===== config.mk =====
export PLATFORM = sky130hd
export DESIGN_NAME = alu_compare_unit
export DESIGN_NICKNAME = d
export VERILOG_FILES = /design/src/rtl/alu_compare_unit.sv
export SDC_FILE = /design/constraint.sdc
export NUM_CORES = 1
export LEC_CHECK = 0
export ABC_AREA = 1
export ABC_CLOCK_PERIOD_IN_PS = 4600
export BUFFER_PORTS_ARGS = -buffer_cell sky130_fd_sc_hd__buf_2
export CAP_MARGIN = 20
export CORE_MARGIN = 3
export CORE_UTILIZATION = 35
export DETAILED_ROUTE_END_ITERATION = 8
export PLACE_DENSITY = 0.5
export SLEW_MARGIN = 20
export SYNTH_ARGS = -nofsm -noshare
export SYNTH_HDL_FRONTEND = slang
export SYNTH_SLANG_ARGS = --single-unit

===== constraint.sdc =====
create_clock -name clk -period 4.6 [get_ports clk]
set_input_delay 0.92 -clock clk [delete_from_list [all_inputs] [get_ports clk]]
set_output_delay 0.92 -clock clk [all_outputs]
set_load 0.02 [all_outputs]

===== src/rtl/alu_compare_unit.sv =====
// RV32I execute datapath: 32-bit ALU plus branch comparator with an EX->MEM output register.
// Define ALU_MUL_EN to enable alu_op 11 (MUL, low 32 bits of the product).
module alu_compare_unit (
  input  logic        clk,
  input  logic        rst_n,
  input  logic [31:0] in1,
  input  logic [31:0] in2,
  input  logic [3:0]  alu_op,
  input  logic [31:0] cmp_in1,
  input  logic [31:0] cmp_in2,
  input  logic [2:0]  funct3,
  input  logic        in_valid,
  output logic [31:0] result,
  output logic        cond,
  output logic [31:0] result_q,
  output logic        cond_q,
  output logic        valid_q
);

  localparam logic [3:0] OpAdd  = 4'd0;
  localparam logic [3:0] OpSub  = 4'd1;
  localparam logic [3:0] OpSll  = 4'd2;
  localparam logic [3:0] OpSlt  = 4'd3;
  localparam logic [3:0] OpSltu = 4'd4;
  localparam logic [3:0] OpXor  = 4'd5;
  localparam logic [3:0] OpSrl  = 4'd6;
  localparam logic [3:0] OpSra  = 4'd7;
  localparam logic [3:0] OpOr   = 4'd8;
  localparam logic [3:0] OpAnd  = 4'd9;
  localparam logic [3:0] OpPass = 4'd10;
  localparam logic [3:0] OpMul  = 4'd11;

  localparam logic [2:0] BrEq  = 3'b000;
  localparam logic [2:0] BrNe  = 3'b001;
  localparam logic [2:0] BrLt  = 3'b100;
  localparam logic [2:0] BrGe  = 3'b101;
  localparam logic [2:0] BrLtu = 3'b110;
  localparam logic [2:0] BrGeu = 3'b111;

  logic [4:0]  shamt;
  logic        alu_lt_s;
  logic        alu_lt_u;
  logic [31:0] mul_res;

  logic        cmp_eq;
  logic        cmp_lt_s;
  logic        cmp_lt_u;

  logic [31:0] result_d;
  logic        cond_d;

  // Shift amount comes only from the low five bits of operand B.
  assign shamt    = in2[4:0];
  assign alu_lt_s = $signed(in1) < $signed(in2);
  assign alu_lt_u = in1 < in2;

`ifdef ALU_MUL_EN
  assign mul_res = in1 * in2;
`else
  assign mul_res = 32'd0;
`endif

  always_comb begin
    result_d = 32'd0;
    case (alu_op)
      OpAdd:   result_d = in1 + in2;
      OpSub:   result_d = in1 - in2;
      OpSll:   result_d = in1 << shamt;
      OpSlt:   result_d = {31'd0, alu_lt_s};
      OpSltu:  result_d = {31'd0, alu_lt_u};
      OpXor:   result_d = in1 ^ in2;
      OpSrl:   result_d = in1 >> shamt;
      OpSra:   result_d = $unsigned($signed(in1) >>> shamt);
      OpOr:    result_d = in1 | in2;
      OpAnd:   result_d = in1 & in2;
      OpPass:  result_d = in2;
      OpMul:   result_d = mul_res;
      default: result_d = 32'd0;
    endcase
  end

  assign cmp_eq   = cmp_in1 == cmp_in2;
  assign cmp_lt_s = $signed(cmp_in1) < $signed(cmp_in2);
  assign cmp_lt_u = cmp_in1 < cmp_in2;

  always_comb begin
    cond_d = 1'b0;
    case (funct3)
      BrEq:    cond_d = cmp_eq;
      BrNe:    cond_d = ~cmp_eq;
      BrLt:    cond_d = cmp_lt_s;
      BrGe:    cond_d = ~cmp_lt_s;
      BrLtu:   cond_d = cmp_lt_u;
      BrGeu:   cond_d = ~cmp_lt_u;
      default: cond_d = 1'b0;
    endcase
  end

  assign result = result_d;
  assign cond   = cond_d;

  // Loads every cycle; no stall path at this boundary.
  always_ff @(posedge clk or negedge rst_n) begin
    if (!rst_n) begin
      result_q <= 32'd0;
      cond_q   <= 1'b0;
      valid_q  <= 1'b0;
    end else begin
      result_q <= result_d;
      cond_q   <= cond_d;
      valid_q  <= in_valid;
    end
  end

endmodule


==> results of run 1 <==
==> per-stage QoR <==
step / instance area, um2 / hold WS [ps]
6_report: 13800 / 713
5_1_grt: 13800 / 704
4_1_cts: 13800 / 701
3_5_place_dp: 13600 / 1030
3_3_place_gp: 13600 / 1030
2_1_floorplan: 12100 / 624
==> Yosys cell counts, types with 3 or more instances <==
master    number
nor2_1       192
inv_1        300
a211oi_1       5
nand4_1       33
o22ai_1       17
nand2_1      727
o211ai_1      32
nor3_1        32
clkbuf_1      18
buf_2         57
nand3_1      437
buf_4         10
o21a_1         7
a21oi_1       93
clkbuf_2       4
o21ai_0       90
o21bai_1       9
nor4_1         5
a221oi_1       3
and2_1         9
o211ai_2       3
o21ai_1        8
buf_6          5
nand2_2        5
dfrtp_1       34
nor2_2         4
inv_2          6
ha_1         129
==> worst min path at each step <==
stage / startpoint / end / slack, ps / cells after the start
2_1_floorplan: rst_n / cond_q$_DFF_PN0_ / 620 / 0
3_3_place_gp: in_valid / valid_q$_DFF_PN0_ / 1030 / 1
3_5_place_dp: in_valid / valid_q$_DFF_PN0_ / 1030 / 1
4_1_cts: in_valid / valid_q$_DFF_PN0_ / 700 / 1
5_1_grt: in_valid / valid_q$_DFF_PN0_ / 700 / 1
6_report: in_valid / valid_q$_DFF_PN0_ / 710 / 1
==> kinds of logic (layout without fill, tap and decap cells) <==
family	Yosys count	after routing	share of synthesized area [%]
AO/OA/AOI/OAI	278	278	13.4
XOR/XNOR	1	1	0.0726
adder cells (fa/ha/maj)	131	131	13.7
flip-flops	34	34	7.05
buffers and inverters	407	578	14.1
AND/OR/NAND/NOR	1454	1454	51.6
==> routing by layer <==
layer | global-route usage [%] | vias up | share of wire, %
met3 | 5.22 | 122 | 9.0
met1 | 45.4 | 7435 | 42
met5 | 0 | - | 0.053
met4 | 13.2 | 6 | 4.5
met2 | 55.5 | 864 | 44
li1 | - | 7877 | -
==> state kept, by name, indices dropped and copies added, names as in the netlist <==
signal	flops
valid_q	1
result_q	32
cond_q	1
==> final cells by class <==
cell class / count / area, um2 / share of cell area, %
flip-flops and latches: 34 / 851 / 6.19
multi-input cells: 1864 / 9510 / 69.1
clock inverters: 1 / 5.00 / 0.0364
inverters: 310 / 1170 / 8.52
clock buffers: 7 / 143 / 1.04
repair buffers: 260 / 1520 / 11.0
well taps: 448 / 561 / 4.08
==> worst max-delay path, stage by stage <==
cell and delay [ps]:
buf_2 140, buf_12 240, ha_1 230, fa_1 250, nand2_1 100, o21ai_2 290, nand2_1 80, nand2_1 110
nand2_1 90, nand2_1 180, xor2_1 160, nor2_1 50, nor2_1 260, nand2_1 160, buf_2 190
==> power groups by stage <==
stage,Clock [mW],Sequential (mW),Combinational [mW]
3_5_place_dp,0,0.351,1.60
2_1_floorplan,0,0.402,0.943
5_1_grt,0.404,0.349,1.79
6_report,0.382,0.345,1.63
4_1_cts,0.400,0.345,1.60
3_3_place_gp,0,0.350,1.59
==> run_results.csv, run 1 <==
group,metric,value,unit
cts,cts_max_path_buffers,2,
cts,holdBufCountCts,0,
floorplan,die_h,192,um
power,power.switching,1.32,mW
sta,finalSetupViolCount,0,
drt,ant_nets,0,
power,p_int,1.04,mW
cts,cts_tree,"built",
cells_and_area,area_delta_synth_final,14.0,%
cts,h-tree-depth,2,
place,place_ws,262,ps
setup_path,endpoint,"result[14]",
synthesis,syn_avg_cell_area,5.23,um2
synthesis,synth_edf_count,0,
status,status,"finished, final reports clean",
power,switching_share,56.0,%
setup_path,worstPathMaxFanout,45,
synthesis,synthCells,2305,
drt,vias,16300,
drt,wl_per_cell,22.0,um
grt,grt_max_degree,81,
sta,worst_pin_slew,1030,ps
cts,cts_buffers,5,
place,gp_congestion,1.00,
sta,rsz0062_at_grt,"no",
power,p_leak,7.85,nW
power,power.share.sequential,14.7,%
place,port_buffers,204,
cells_and_area,drive_gt1_share,12.0,%
power,vdd_drop_max,0.125,mV
run,maxCapViolCount,0,
synthesis,synth_top_area_share,22.6,%
synthesis,synth_top_cell_by_area,"nand2_1",
synthesis,yosys-top-cells-area,"nand2_1 (23%), nand3_1 (18%), ha_1 (13%)",
place,dp_hpwl,53800,um
sta,fin_ws,207,ps
setup_path,critical_path_class,"in2out",
worst_hold_path,hp-class,"in2reg",
cts,post_cts_buffers,0,
sta,setup_tns,0,ps
setup_path,startpoint_type,"primary input",
setup_path,cp-startpoint,"in2[0]",
floorplan,die_w,192,um
drt,first_pass_iters,6,
synthesis,syn_nets,2574,
cts,cts_root_buf,"clkbuf_16",
floorplan,die_area,0.0367,mm2
floorplan,design.core.area,0.0338,mm2
sta,fin_crit_sh,95.5,%
drt,drt_first_iter_violations,1866,
power,power.total,2.35,mW
sta,slew_viol_final,0,
place,post-place-cells,2916,
sta,period_needed,4390,ps
synthesis,synth.cell_area,0.0121,mm2
cells_and_area,layout_commonest_cell,"nand2_1",
floorplan,row_count,67,
grt,grt_use_total,34.1,%
synthesis,ys_seq_area_share,7.05,%
drt,vias_per_cell,5.58,
cells_and_area,fill_cells,3890,
cells_and_area,nets,2744,
sta,timing.fmax,228,MHz
sta,hold_viol,0,
cells_and_area,final_cell_mix,"nand2_1 (727), nand3_1 (437), inv_1 (299)",
grt,grt_pass1_vias,14900,
synthesis,yosysWarnings,0,
setup_path,crit_path_end_kind,"output port",
setup_path,crit_arrival,3470,ps
cts,cts_sinks,34,
synthesis,async_flop_share,100,%
power,power_density,171,mW/mm2
power,combPwrFrac,69.1,%
cells_and_area,final_cells,2924,
drt,wl,64200,um
synthesis,ys.flop_type,"dfrtp_1",
setup_path,cp.required,3680,ps
floorplan,initial_core_util,35.7,%
power,p_clk_share,16.2,%
floorplan,pin_count,205,
cells_and_area,fin_util,40.7,%
drt,drc,0,
cts,cts_resized,0,
cells_and_area,antenna_cells,0,
sta,maxSlewHeadroom,30.8,%
synthesis,synth_seq_cells,34,
grt,antenna_found_initial,4,
cts,path_clk_slew,60,ps
grt,grt_first_pass_wirelength,93600,um
grt,grt_overflow_total,0,
synthesis,synth.distinct_cells,49,
No activity file was read; power rests on OpenSTA's default activity.
==> inputs of run 2 (changes only) <==
--- a/config.mk
+++ b/config.mk
@@ -9,3 +9,2 @@
 export ABC_CLOCK_PERIOD_IN_PS = 4600
-export BUFFER_PORTS_ARGS = -buffer_cell sky130_fd_sc_hd__buf_2
 export CAP_MARGIN = 20
@@ -14,3 +13,4 @@
 export DETAILED_ROUTE_END_ITERATION = 8
-export PLACE_DENSITY = 0.5
+export DONT_BUFFER_PORTS = 1
+export PLACE_DENSITY = 0.45
 export SLEW_MARGIN = 20
==> constraint.sdc (replaced) <==
create_clock -name clk -period 4.6 [get_ports clk]
set_input_delay 0.23 -clock clk [delete_from_list [all_inputs] [get_ports clk]]
set_output_delay 0.23 -clock clk [all_outputs]
set_load 0.02 [all_outputs]
==> run_results.csv, run 2 (synthesis gave the netlist of run 1 again) <==
group,metric,value,unit
status,status,"finished, final reports clean",
floorplan,row_count,67,
cells_and_area,final_cell_mix,"nand2_1 (727), nand3_1 (437), inv_1 (299)",
cells_and_area,layout_commonest_cell,"nand2_1",
cells_and_area,reg_top3,"result_q x32, cond_q x1, valid_q x1",
floorplan,die_h,192,um
sta,fin_ws,1460,ps
place,post_dp_cell_area,0.0122,mm2
sta,timing.fmax,319,MHz
grt,grt_use_total,32.3,%
drt,wl,61500,um
cells_and_area,drive_gt1_share,2.20,%
grt,grt_max_degree,85,
power,power.share.sequential,19.3,%
power,vdd_drop_max,0.133,mV
sta,slew_viol_final,0,
cells_and_area,final_cells,2675,
cts,h-tree-depth,2,
drt,drt_first_iter_violations,1825,
drt,vias,15100,
cts,cts_buffers,5,
place,dp_hpwl,50500,um
floorplan,pin_count,205,
drt,drc,0,
setup_path,crit_arrival,2910,ps
setup_path,cp.required,4370,ps
drt,ant_nets,0,
place,port_buffers,0,
floorplan,design.core.area,0.0338,mm2
floorplan,die_w,192,um
setup_path,startpoint_type,"primary input",
cts,cts_tree,"built",
cts,post_cts_buffers,0,
place,gp_congestion,0.989,
setup_path,critical_path_class,"in2out",
cts,cts_sinks,34,
sta,setup_tns,0,ps
floorplan,initial_core_util,35.7,%
place,post-place-cells,2665,
sta,fin_crit_sh,68.2,%
setup_path,crit_top_cell,"nand2_1",
place,place_ws,1460,ps
run,maxCapViolCount,0,
power,combPwrFrac,63.0,%
cells_and_area,antenna_cells,0,
cells_and_area,top_register,"result_q",
setup_path,crit_path_end_kind,"output port",
sta,hold_viol,0,
worst_hold_path,hp-class,"in2reg",
grt,grt_overflow_total,0,
sta,worst_pin_slew,1040,ps
grt,grt_first_pass_wirelength,88200,um
sta,maxSlewHeadroom,30.9,%
sta,hold_slack,240,ps
sta,finalSetupViolCount,0,
power,p_clk_share,17.7,%
grt,grt_pass1_vias,13700,
cells_and_area,stdcell_area,0.0124,mm2
setup_path,slowest_delay,580,ps
cells_and_area,largest_register_ffs,32,
power,switching_share,56.4,%
cells_and_area,area_delta_synth_final,2.46,%
cts,cts_max_path_buffers,2,
drt,vias_per_cell,5.66,
power,p_int,908,uW
setup_path,worstPathMaxFanout,28,
power,power.total,2.08,mW
cells_and_area,fin_util,36.6,%
sta,rsz0062_at_grt,"no",
setup_path,slowest_stage,"inv_1",
power,power_density,169,mW/mm2
cts,cts_root_buf,"clkbuf_16",
drt,first_pass_iters,6,
cts,path_clk_slew,60,ps
sta,period_needed,3140,ps
cells_and_area,nets,2497,
power,power.switching,1.18,mW
setup_path,path_cells,"inv_1 -> ha_1 -> inv_1 -> a21oi_1 -> nand3_1 -> nand2_1 -> nand2_1 -> nand2_1 -> nand2_1 -> o21ai_0 -> nor2_1 -> nand2_1",
drt,wl_per_cell,23.0,um
floorplan,die_area,0.0367,mm2
power,p_leak,6.76,nW
grt,antenna_found_initial,2,
run 2: cell count changes in the layout (fill, tap and decap cells not counted), moves of 2 or more:
| cell | previous run | this run |
|---|---|---|
| dlygate4sd3_1 | 0 | 2 |
| buf_2 | 204 | 0 |
| buf_12 | 6 | 0 |
| buf_4 | 50 | 9 |
run 2: what timing repair did:
item                      4_1_cts  5_1_grt
hold buffers                    3        0
hold endpoints to repair       35        0
resized for setup               0        0
run 2: layer usage:
metal | track usage, % | wire length, um
met4 | 9.40 | 1950
met3 | 5.77 | 5380
met2 | 52.5 | 27300
met5 | 0 | 13
met1 | 43.7 | 26900
run 2: power groups by stage:
stage	registers [mW]	clock network [mW]	logic (mW)
after floorplan	0.402	0	0.943
after global placement	0.409	0	1.27
after detailed placement	0.408	0	1.27
after CTS	0.403	0.385	1.29
after global routing	0.406	0.391	1.45
final	0.402	0.369	1.31
run 2: area by class of cell:
class	count	area, um2
repair buffers	13	126
inverters	310	1170
multi-input cells	1864	9510
well taps	448	561
clock buffers	6	139
flip-flops and latches	34	851
fillers	3980	21400
run 2: worst paths after layout:
kind                       startpoint                endpoint  slack [ps]  cells past startpoint
setup / recovery               in2[4]               result[9]        1460                     12
min in group asynchronous       rst_n        cond_q$_DFF_PN0_         460                      2
max in group asynchronous       rst_n  result_q[24]$_DFF_PN0_        3920                      2
hold / removal                 in2[4]   result_q[9]$_DFF_PN0_         240                      2
run 2: critical path: cells and delay by family:
kind	cells	cell delay [ps]
adder cells (fa/ha/maj)	1	440
AND/OR/NAND/NOR	7	840
buffers and inverters	2	720
AO/OA/AOI/OAI	2	650
==> inputs of run 3 (changes only) <==
Settings changed: ABC_AREA 1 to 0, ABC_CLOCK_PERIOD_IN_PS 4600 to 2550, PLACE_DENSITY 0.45 to 0.47.
Clock period 4.6 ns to 2.55 ns, I/O delays scaled along.
==> run_results.csv, run 3 <==
group,metric,value,unit
place,dp_hpwl,43200,um
drt,highest_layer,"met5",
cts,cts_root_buf,"clkbuf_16",
cells_and_area,final_cell_mix,"buf_4 (308), nor2_1 (202), a21oi_1 (170)",
power,vdd_drop_max,0.295,mV
synthesis,synth_top_area_share,15.3,%
cts,cts_tree,"built",
floorplan,die_area,0.0323,mm2
setup_path,worstPathMaxFanout,5,
synthesis,synth_top_cell_by_area,"ha_1",
synthesis,ys.flop_type,"dfrtp_1",
setup_path,cp.required,2420,ps
setup_path,startpoint_type,"primary input",
cts,h-tree-depth,2,
setup_path,cp-startpoint,"in1[0]",
drt,ant_nets,0,
sta,fin_ws,-841,ps
cells_and_area,reg_top3,"result_q x32, cond_q x1, valid_q x1",
synthesis,synth_seq_cells,34,
power,power.switching,2.13,mW
place,post_dp_cell_area,0.0133,mm2
sta,period_needed,3390,ps
drt,drt_first_iter_violations,1473,
sta,maxSlewHeadroom,43.0,%
drt,routed-wl-met3,4590,um
drt,wl_per_cell,25.2,um
cts,cts_max_path_buffers,2,
synthesis,synthCells,1564,
synthesis,yosysWarnings,0,
drt,met1Wirelength,22100,um
power,p_int,2.33,mW
sta,timing.fmax,295,MHz
synthesis,yosys-top-cells-area,"ha_1 (15%), a21oi_1 (8.5%), dfrtp_1 (8.1%)",
drt,wl,54700,um
sta,fin_crit_sh,133,%
cells_and_area,nets,2057,
cells_and_area,layout_commonest_cell,"buf_4",
synthesis,synth.cell_area,0.0106,mm2
synthesis,async_flop_share,100,%
sta,rsz0062_at_grt,"yes",
drt,vias,13500,
synthesis,ys_seq_area_share,8.06,%
sta,slew_viol_final,0,
status,violations,"negative setup slack",
power,combPwrFrac,67.7,%
synthesis,synth_edf_count,0,
status,status,"finished, violations left",
floorplan,initial_core_util,36.1,%
grt,grt_overflow_total,0,
cells_and_area,largest_register_ffs,32,
power,power_density,317,mW/mm2
drt,vias_per_cell,6.22,
sta,finalSetupViolCount,39,
synthesis,yosysMostFrequentCell,"nor2_1",
sta,hold_viol,0,
grt,grt_pass1_vias,13200,
synthesis,synth.distinct_cells,92,
sta,worst_pin_slew,848,ps
worst_hold_path,hp-class,"in2reg",
cts,cts_buffers,5,
drt,met2_length,25000,um
cells_and_area,stdcell_area,0.0141,mm2
setup_path,crit_path_end_kind,"output port",
setup_path,critical_path_class,"in2out",
worst_hold_path,hp-start,"funct3[2]",
cells_and_area,antenna_cells,0,
synthesis,syn_avg_cell_area,6.75,um2
power,p_clk_share,14.9,%
drt,drc,0,
cells_and_area,area_delta_synth_final,33.5,%
drt,first_pass_iters,6,
floorplan,design.core.area,0.0292,mm2
run,maxCapViolCount,0,
grt,grt_max_degree,98,
power,p_leak,6.34,nW
cells_and_area,drive_gt1_share,26.3,%
cts,path_clk_slew,60,ps
power,switching_share,47.7,%
place,port_buffers,0,
grt,antenna_found_initial,3,
cells_and_area,top_register,"result_q",
cts,cts_sinks,34,
floorplan,row_count,62,
cells_and_area,fin_util,48.2,%
setup_path,crit_arrival,3260,ps
synthesis,synthTopCellsByCount,"nor2_1 (203), a21oi_1 (179), ha_1 (129), inv_1 (124), nand2_1 (118)",
synthesis,syn_nets,1833,
floorplan,die_h,180,um
floorplan,die_w,180,um
grt,grt_first_pass_wirelength,81100,um
floorplan,pin_count,205,
grt,grt_use_total,32.0,%
place,gp_congestion,1.02,
power,power.share.sequential,17.4,%
place,place_ws,-1220,ps
## run 3: cell count changes in the layout (fill, tap and decap cells not counted), moves of 15 or more
cell,before,now
a21o_1,2,21
nand2b_1,0,23
a221oi_1,3,22
nand2_1,727,115
mux2i_1,0,51
a211oi_1,5,25
buf_4,9,308
a31oi_1,1,16
a21oi_1,93,170
nand3_1,437,18
inv_1,299,120
## run 3: layout make-up
class | count | area [um2]
fillers | 3004 | 15200
multi-input cells | 1289 | 9420
repair buffers | 331 | 2670
flip-flops and latches | 34 | 851
inverters | 127 | 520
well taps | 384 | 480
clock buffers | 7 | 143
clock inverters | 1 | 5.00
## run 3: routing by layer
layer	up-vias	GRT usage, %
met5	-	0
met4	4	14.3
met3	145	7.19
met2	721	52.8
met1	6394	39.8
li1	6243	-
## run 3: critical path: stages
cell,delay [ps]
inv_12,20
ha_4,150
fa_2,350
o21ba_4,210
or4_4,450
a311oi_4,290
a2111oi_4,110
o31ai_4,340
a2111oi_4,120
or2_1,260
a221o_1,330
o21ai_2,100
nand4_1,190
buf_4,210
## run 3: worst paths after layout
path	endpoint	slack (ps)	cells after the start
max in group asynchronous	result_q[0]$_DFF_PN0_	1940	2
setup / recovery	result[22]	-840	14
min in group asynchronous	result_q[16]$_DFF_PN0_	400	2
hold / removal	cond_q$_DFF_PN0_	110	1
## run 3: power by group through the flow
stage          sequential [mW]  combinational, mW  clock [mW]
2_1_floorplan            0.771               1.69           0
3_3_place_gp             0.787               2.75           0
3_5_place_dp             0.785               2.75           0
4_1_cts                  0.778               2.94       0.681
5_1_grt                  0.784               3.24       0.707
6_report                 0.775               3.02       0.666
## run 3: metrics by stage
step | power (mW) | std cells | hold slack [ps] | setup TNS, ps
floorplan | 2.46 | 1564 | -168 | -17000
global placement | 3.54 | 2151 | -167 | -31520
detailed placement | 3.54 | 2151 | -167 | -32850
CTS | 4.39 | 2172 | 99.7 | -15940
global route | 4.73 | 2173 | 116 | -19440
finish | 4.46 | 2173 | 106 | -15630
## run 3: cell families after synthesis
group           after synthesis  synth area share (%)
xor+xnor                      3                 0.249
simple gates                485                  21.1
fa+ha+maj                   131                  15.7
compound gates              596                  37.9
buf+inv                     241                  9.12
mux                          74                  7.93
flops                        34                  8.06
## run 3: repair_timing
item	in CTS	in global routing
hold buffers	4	0
gates resized for setup	70	30
setup endpoints to repair	47	48
cloned	0	1
pin swaps	30	23
buffers inserted	9	4
hold endpoints to repair	36	0
